### config.mk
export PLATFORM = sky130hd
export DESIGN_NAME = morph_bin_kxk
export DESIGN_NICKNAME = d
export VERILOG_FILES = /design/src/rtl/morph_bin_kxk.sv
export SDC_FILE = /design/constraint.sdc
export NUM_CORES = 2
export LEC_CHECK = 0
export ABC_AREA = 1
export CORE_MARGIN = 2
export CORE_UTILIZATION = 35
export CTS_CLUSTER_DIAMETER = 40
export DETAILED_ROUTE_END_ITERATION = 6
export HOLD_SLACK_MARGIN = 0.02
export REMOVE_ABC_BUFFERS = 1
export SLEW_MARGIN = 5
export SYNTH_ARGS = -nofsm -noshare
export SYNTH_HDL_FRONTEND = slang
export SYNTH_SLANG_ARGS = --single-unit
### constraint.sdc
create_clock -name clk -period 21.6 [get_ports clk]
set_input_delay 4.32 -clock clk [delete_from_list [all_inputs] [get_ports clk]]
set_output_delay 4.32 -clock clk [all_outputs]
set_load 0.01 [all_outputs]
### src/rtl/morph_bin_kxk.sv
// Binary erode/dilate/bypass over a KxK window on a raster stream.
// The result is anchored bottom-right; out-of-frame taps take the operation's neutral value.
module morph_bin_kxk #(
  parameter int IMG_W = 1280,
  parameter int IMG_H = 720,
  parameter int KSIZE = 3
) (
  input  logic       clk,
  input  logic       rst_n,
  input  logic       in_vs,
  input  logic       in_de,
  input  logic [7:0] in_data,
  input  logic [1:0] mode,
  output logic       out_de,
  output logic [7:0] out_data,
  output logic       out_vs
);

  localparam int K  = KSIZE;
  localparam int CW = $clog2(IMG_W);
  localparam int RW = $clog2(IMG_H);

  generate
    if (KSIZE != 3 && KSIZE != 5) begin : g_bad_ksize
      $error("morph_bin_kxk: KSIZE must be 3 or 5");
    end
  endgenerate

  logic          b_s;
  logic [CW-1:0] col_q, col_d, cur_col_s;
  logic [RW-1:0] row_q, row_d, cur_row_s;
  logic [1:0]    mode_q, mode_d, mode_eff_s;
  logic          is_erode_s;

  logic          lb_q [K-1][IMG_W];
  logic [K-2:0]  lb_rd_s;
  logic [K-1:0]  ent_s;
  logic [K-2:0]  win_q [K];
  logic [K-1:0]  taps_s [K];
  logic [K-1:0]  row_ok_s, col_ok_s;
  logic [K-1:0]  red_s;

  logic          s1_de_q, s1_vs_q, s1_byp_q;
  logic [1:0]    s1_mode_q;
  logic [K-1:0]  s1_red_q;
  logic          res_s;
  logic          out_de_q, out_vs_q;
  logic [7:0]    out_data_q;

  // Position and mode of the pixel presented this cycle; in_vs restarts the frame at (0,0).
  always_comb begin
    b_s        = |in_data;
    cur_col_s  = in_vs ? '0 : col_q;
    cur_row_s  = in_vs ? '0 : row_q;
    mode_eff_s = in_vs ? mode : mode_q;
    is_erode_s = (mode_eff_s == 2'b00);
    mode_d     = mode_eff_s;
    col_d      = cur_col_s;
    row_d      = cur_row_s;
    if (in_de) begin
      if (cur_col_s == CW'(IMG_W - 1)) begin
        col_d = '0;
        row_d = (cur_row_s == RW'(IMG_H - 1)) ? '0 : cur_row_s + RW'(1);
      end else begin
        col_d = cur_col_s + CW'(1);
      end
    end else begin
      col_d = cur_col_s;
    end
  end

  // Frame position counters and frame-latched mode.
  always_ff @(posedge clk or negedge rst_n) begin
    if (!rst_n) begin
      col_q  <= '0;
      row_q  <= '0;
      mode_q <= 2'b00;
    end else begin
      col_q  <= col_d;
      row_q  <= row_d;
      mode_q <= mode_d;
    end
  end

  // Line buffer reads; buffer j holds the row j+1 lines above the current one.
  always_comb begin
    lb_rd_s = '0;
    for (int j = 0; j < K - 1; j++) begin
      lb_rd_s[j] = lb_q[j][cur_col_s];
    end
    ent_s = {lb_rd_s, b_s};
  end

  // Bit-packed line storage, read-before-write cascade; contents need no reset.
  always_ff @(posedge clk) begin
    if (in_de) begin
      lb_q[0][cur_col_s] <= b_s;
      for (int j = 1; j < K - 1; j++) begin
        lb_q[j][cur_col_s] <= lb_rd_s[j-1];
      end
    end
  end

  // Window keeps the K-1 previous columns per row; the current column comes straight from ent_s.
  always_ff @(posedge clk or negedge rst_n) begin
    if (!rst_n) begin
      for (int i = 0; i < K; i++) begin
        win_q[i] <= '0;
      end
    end else if (in_de) begin
      for (int i = 0; i < K; i++) begin
        win_q[i] <= {win_q[i][K-3:0], ent_s[i]};
      end
    end
  end

  // Stage 1 reductions per window row; taps before row/column 0 become the neutral value.
  always_comb begin
    for (int i = 0; i < K; i++) begin
      taps_s[i]   = {win_q[i], ent_s[i]};
      row_ok_s[i] = (int'(cur_row_s) >= i);
      col_ok_s[i] = (int'(cur_col_s) >= i);
    end
    for (int i = 0; i < K; i++) begin
      red_s[i] = is_erode_s;
      for (int j = 0; j < K; j++) begin
        if (row_ok_s[i] && col_ok_s[j]) begin
          red_s[i] = is_erode_s ? (red_s[i] & taps_s[i][j]) : (red_s[i] | taps_s[i][j]);
        end else begin
          red_s[i] = red_s[i];
        end
      end
    end
  end

  // Stage 1 pipeline register.
  always_ff @(posedge clk or negedge rst_n) begin
    if (!rst_n) begin
      s1_de_q   <= 1'b0;
      s1_vs_q   <= 1'b0;
      s1_byp_q  <= 1'b0;
      s1_mode_q <= 2'b00;
      s1_red_q  <= '0;
    end else begin
      s1_de_q <= in_de;
      s1_vs_q <= in_vs;
      if (in_de) begin
        s1_byp_q  <= b_s;
        s1_mode_q <= mode_eff_s;
        s1_red_q  <= red_s;
      end
    end
  end

  // Stage 2 row combine.
  always_comb begin
    case (s1_mode_q)
      2'b00:   res_s = &s1_red_q;
      2'b01:   res_s = |s1_red_q;
      default: res_s = s1_byp_q;
    endcase
  end

  // Output register; data holds while no valid pixel leaves the pipe.
  always_ff @(posedge clk or negedge rst_n) begin
    if (!rst_n) begin
      out_de_q   <= 1'b0;
      out_vs_q   <= 1'b0;
      out_data_q <= 8'h00;
    end else begin
      out_de_q <= s1_de_q;
      out_vs_q <= s1_vs_q;
      if (s1_de_q) begin
        out_data_q <= res_s ? 8'hFF : 8'h00;
      end
    end
  end

  assign out_de   = out_de_q;
  assign out_vs   = out_vs_q;
  assign out_data = out_data_q;

endmodule

==> impl_results.md <==
- Cell count after synthesis: 11.1k
- # Post-CTS Setup Buffers: 0
- Detail Placement HPWL: roughly 200000 microns
- Initial DRC count: 12.1k
- Initial core utilization: between 30% and 40%
- Slew HR: between 10 and 15%
- RSZ-0062 raised after global routing: false
- Post-Route Setup TNS: 0 ns
- IO buf count: 23
- CTS Hold Buffers Added: 0
- Pwr Density: approximately 96 nW/um^2
- Max incr delay on CP: roughly 0.84 ns
- Root Buffer: clkbuf_16
- TritonCTS clock tree: built
- Number of synthesized flops with an enable pin: 2560
- Final Critical Period: approximately 12 ns
- # rows: between 200 and 250
- Die X-Extent: 575 microns
- CP top delay family: buffers and inverters
- DR WL/cell: 24.1 microns
- Critical path's slowest cell: nor2_4
- Synthesized area: between 100000 and 150000 sq um
- CP required: between 20 and 25 ns
- Fill cell count: slightly above 30k
- Syn_area_per_cell: 10.2 sq um
- Placed cell count: 14.9k
- Status: finished with violations
- Die area: around 330000 sq um
- Yosys Warn Count: 0
- Gr usage total: between 20% and 30%
- Crit end category: flop
- Hold crit path type: reg -> reg
- Worst-Skew Late Latency: between 0.9 and 1 ns
- Clock buffer depth: 4
- Routability cong.: between 0.8 and 0.9
- Drt pass-1 iters: 7
- Most frequent CP cell: nand2_1
- Nets: ~11k
- Syn-to-layout area delta: 14.7%
- Buf/Inv on CP: 9
- First-pass GRT wire length: approximately 540000 microns
- Worst-path maximum fanout: 221
- Grt ovf: 0
- # IOs: 24
- Core box area: 324000 sq um
- H-tree Lvls: 5
- Final Instance Count excl. Fillers: about 16k
- Final period utilization: a little under three fifths
- Failing checks: DRC
- Worst-Margin Slew: 1.28 ns
- Die H: around 570 microns
- Vias in the first global route: 78.0k
- Fin Clk Skew: ~0.066 ns
- # setup viols final: 0
- Leakage power: ~50 nW
- Drc violations: 1
- Post-CTS Resized: 0
- Max VDD drop: slightly below 0.00007 V
- Slew Viols, Final: 0
- Vias/cell: 5.31
- Synth async-reset ratio: about 1.5%
- Sequential area share after synthesis: around two thirds
- Routed Antenna Nets: 0
- Setup CP Type: in -> reg
- Max-Cap Viols: 0
- FF+latch count, synth: 2599
- Fmax: roughly 83 MHz
- Clock Sinks: roughly 2.6k
- Synth unique cells: between 40 and 50
- Largest net degree at the start of global routing: about 220
- CP startpoint kind: primary input
- Cts bufs inserted: between 300 and 400
- Overall via count from detail_route: 82.8k
- Main synth FF type: edfxtp_1
- Initial antenna violation count: 25
- CP arrival: around 13 ns
- Clock slew at reported path FFs: around 0.06 ns
- WL final: ~380000 microns
- Share of cells above drive strength 1: between 7 and 8%
- Final Hold Fails: 0
[final timing paths]
check,startpoint,endpoint,slack (ns),depth (start not counted)
setup / recovery,in_vs,lb_q[0][1938]$_DFFE_PP_,9.52,25
hold / removal,s1_red_q[2]$_DFFE_PN0P_,s1_red_q[2]$_DFFE_PN0P_,0.49,2
setup reg to reg,col_q[0]$_DFF_PN0_,lb_q[0][1938]$_DFFE_PP_,13.09,19
hold reg to reg,s1_red_q[2]$_DFFE_PN0P_,s1_red_q[2]$_DFFE_PN0P_,0.49,2
max in group asynchronous,rst_n,col_q[0]$_DFF_PN0_,17.57,2
min in group asynchronous,rst_n,out_de$_DFF_PN0_,3.50,2
[registers in the layout, summed over array words and instances (netlist names)]
name       cells
lb_q        2560
col_q         11
row_q         10
taps_s         6
s1_red_q       3
mode_q         2
s1_mode_q      2
out_data       1
out_de         1
out_vs         1
s1_de_q        1
s1_vs_q        1
[placed cells by master, fill, tap and decap left out, types with 9 or more instances in the layout]
master and n:
o21ai_1 118, buf_4 145, nor2_1 2491, clkdlybuf4s50_1 21, clkbuf_16 371, inv_6 43
clkinv_4 42, dfrtp_1 38, nand2_2 9, clkbuf_1 36, a32oi_1 30, clkinv_1 49
or2_1 9, nand2_4 19, o22ai_1 36, edfxtp_1 2560, nand2_1 2127, o21ai_0 639
clkinvlp_4 36, inv_1 994, buf_12 22, or2_2 12, inv_2 23, nand3_1 868
nand3b_1 10, bufinv_16 53, nand4_1 19, a21oi_1 158, o211ai_1 115, nor2_4 12
clkinv_2 42
[cell families after synthesis]
logic type / synth area share, %
adders and majority gates: 0.0879
buffers and inverters: 6.36
xor gates and xnor gates: 0.0538
and+or+nand+nor: 19.6
AOI/OAI and AO/OA: 5.55
DFF: 68.3
[worst reg2reg max path, stage by stage, from the launching register on]
cell	delay, ns
dfrtp_4	0.86
inv_2	0.10
nor2_4	0.17
buf_12	0.43
buf_12	0.64
buf_4	0.52
buf_4	0.61
nand2_1	0.16
a32oi_1	0.22
nor2_1	0.05
o21ai_0	0.22
nand4_1	0.40
nand3_1	0.36
nand2_1	0.09
nor2_1	0.13
nand2_1	0.12
nand2_4	0.46
buf_4	0.79
buf_4	0.87
buf_12	0.70
[metal layers]
layer | track usage [%] | share of wire (%) | vias to the layer above
met3 | 4.52 | 11 | 826
met2 | 34.1 | 44 | 4567
met4 | 9.08 | 4.5 | 14
met1 | 30.4 | 40 | 40500
li1 | - | - | 36900
met5 | 0 | 0.023 | -
[cells in the mapped netlist, types with 2 or more instances]
library cell	number	area (sq um)
edfxtp_1	2560	76900
nor2_1	2499	9380
nand2_1	2157	8100
inv_1	1008	3780
nand3_1	868	4340
o21ai_0	639	3200
buf_2	344	1720
clkbuf_1	286	1070
a21oi_1	158	791
o21ai_1	119	596
o211ai_1	115	863
buf_1	55	206
buf_4	46	345
dfrtp_1	39	976
o22ai_1	36	225
a32oi_1	30	263
nand4_1	19	119
clkinv_1	13	48.8
or2_2	12	75.1
nand3b_1	10	75.1
or2_1	9	56.3
a22oi_1	8	60.1
ha_1	8	100
a31oi_1	7	43.8
a32o_1	7	70.1
inv_2	7	26.3
xor2_1	7	61.3
nor3_1	6	30.0
o221ai_1	6	52.6
o31ai_1	6	45.0
buf_6	4	45.0
nor2_2	4	25.0
nor4_1	4	25.0
or2_0	4	25.0
a22o_1	3	26.3
nor2_4	3	33.8
nand2_2	2	12.5
nor3_2	2	20.0
o21a_1	2	15.0
[stage by stage]
step,instance area (sq um),power (mW),hold slack [ns],setup slack [ns],util (%)
floorplan,111000,6.47,0.331,-28.17,-
detailed placement,118000,6.39,0.470,8.82,36.4
global route,131000,12.8,0.513,9.25,40.3
global placement,118000,6.40,0.475,8.80,36.4
finish,131000,12.5,0.495,9.52,40.3
CTS,131000,12.5,0.487,9.75,40.3
[report_power, final]
group	leakage (nW)	internal (mW)	total [mW]	switching, mW
clock network	6.09	3.83	6.19	2.36
logic	16.9	0.162	0.720	0.558
registers	26.6	5.58	5.58	0.00771
total	49.6	9.57	12.5	2.93
[final cells by class]
cell class | count | area [sq um] | share of cell area (%)
multi-input combinational | 6760 | 29100 | 22.3
inverter | 1028 | 3860 | 2.95
tap | 4325 | 5410 | 4.14
clock inverter | 272 | 3260 | 2.50
timing repair buffer | 189 | 1740 | 1.33
antenna | 6 | 15.0 | 0.0115
clock buffer | 407 | 9420 | 7.21
sequential | 2599 | 77900 | 59.6
Power figures use the tool's default switching activity.
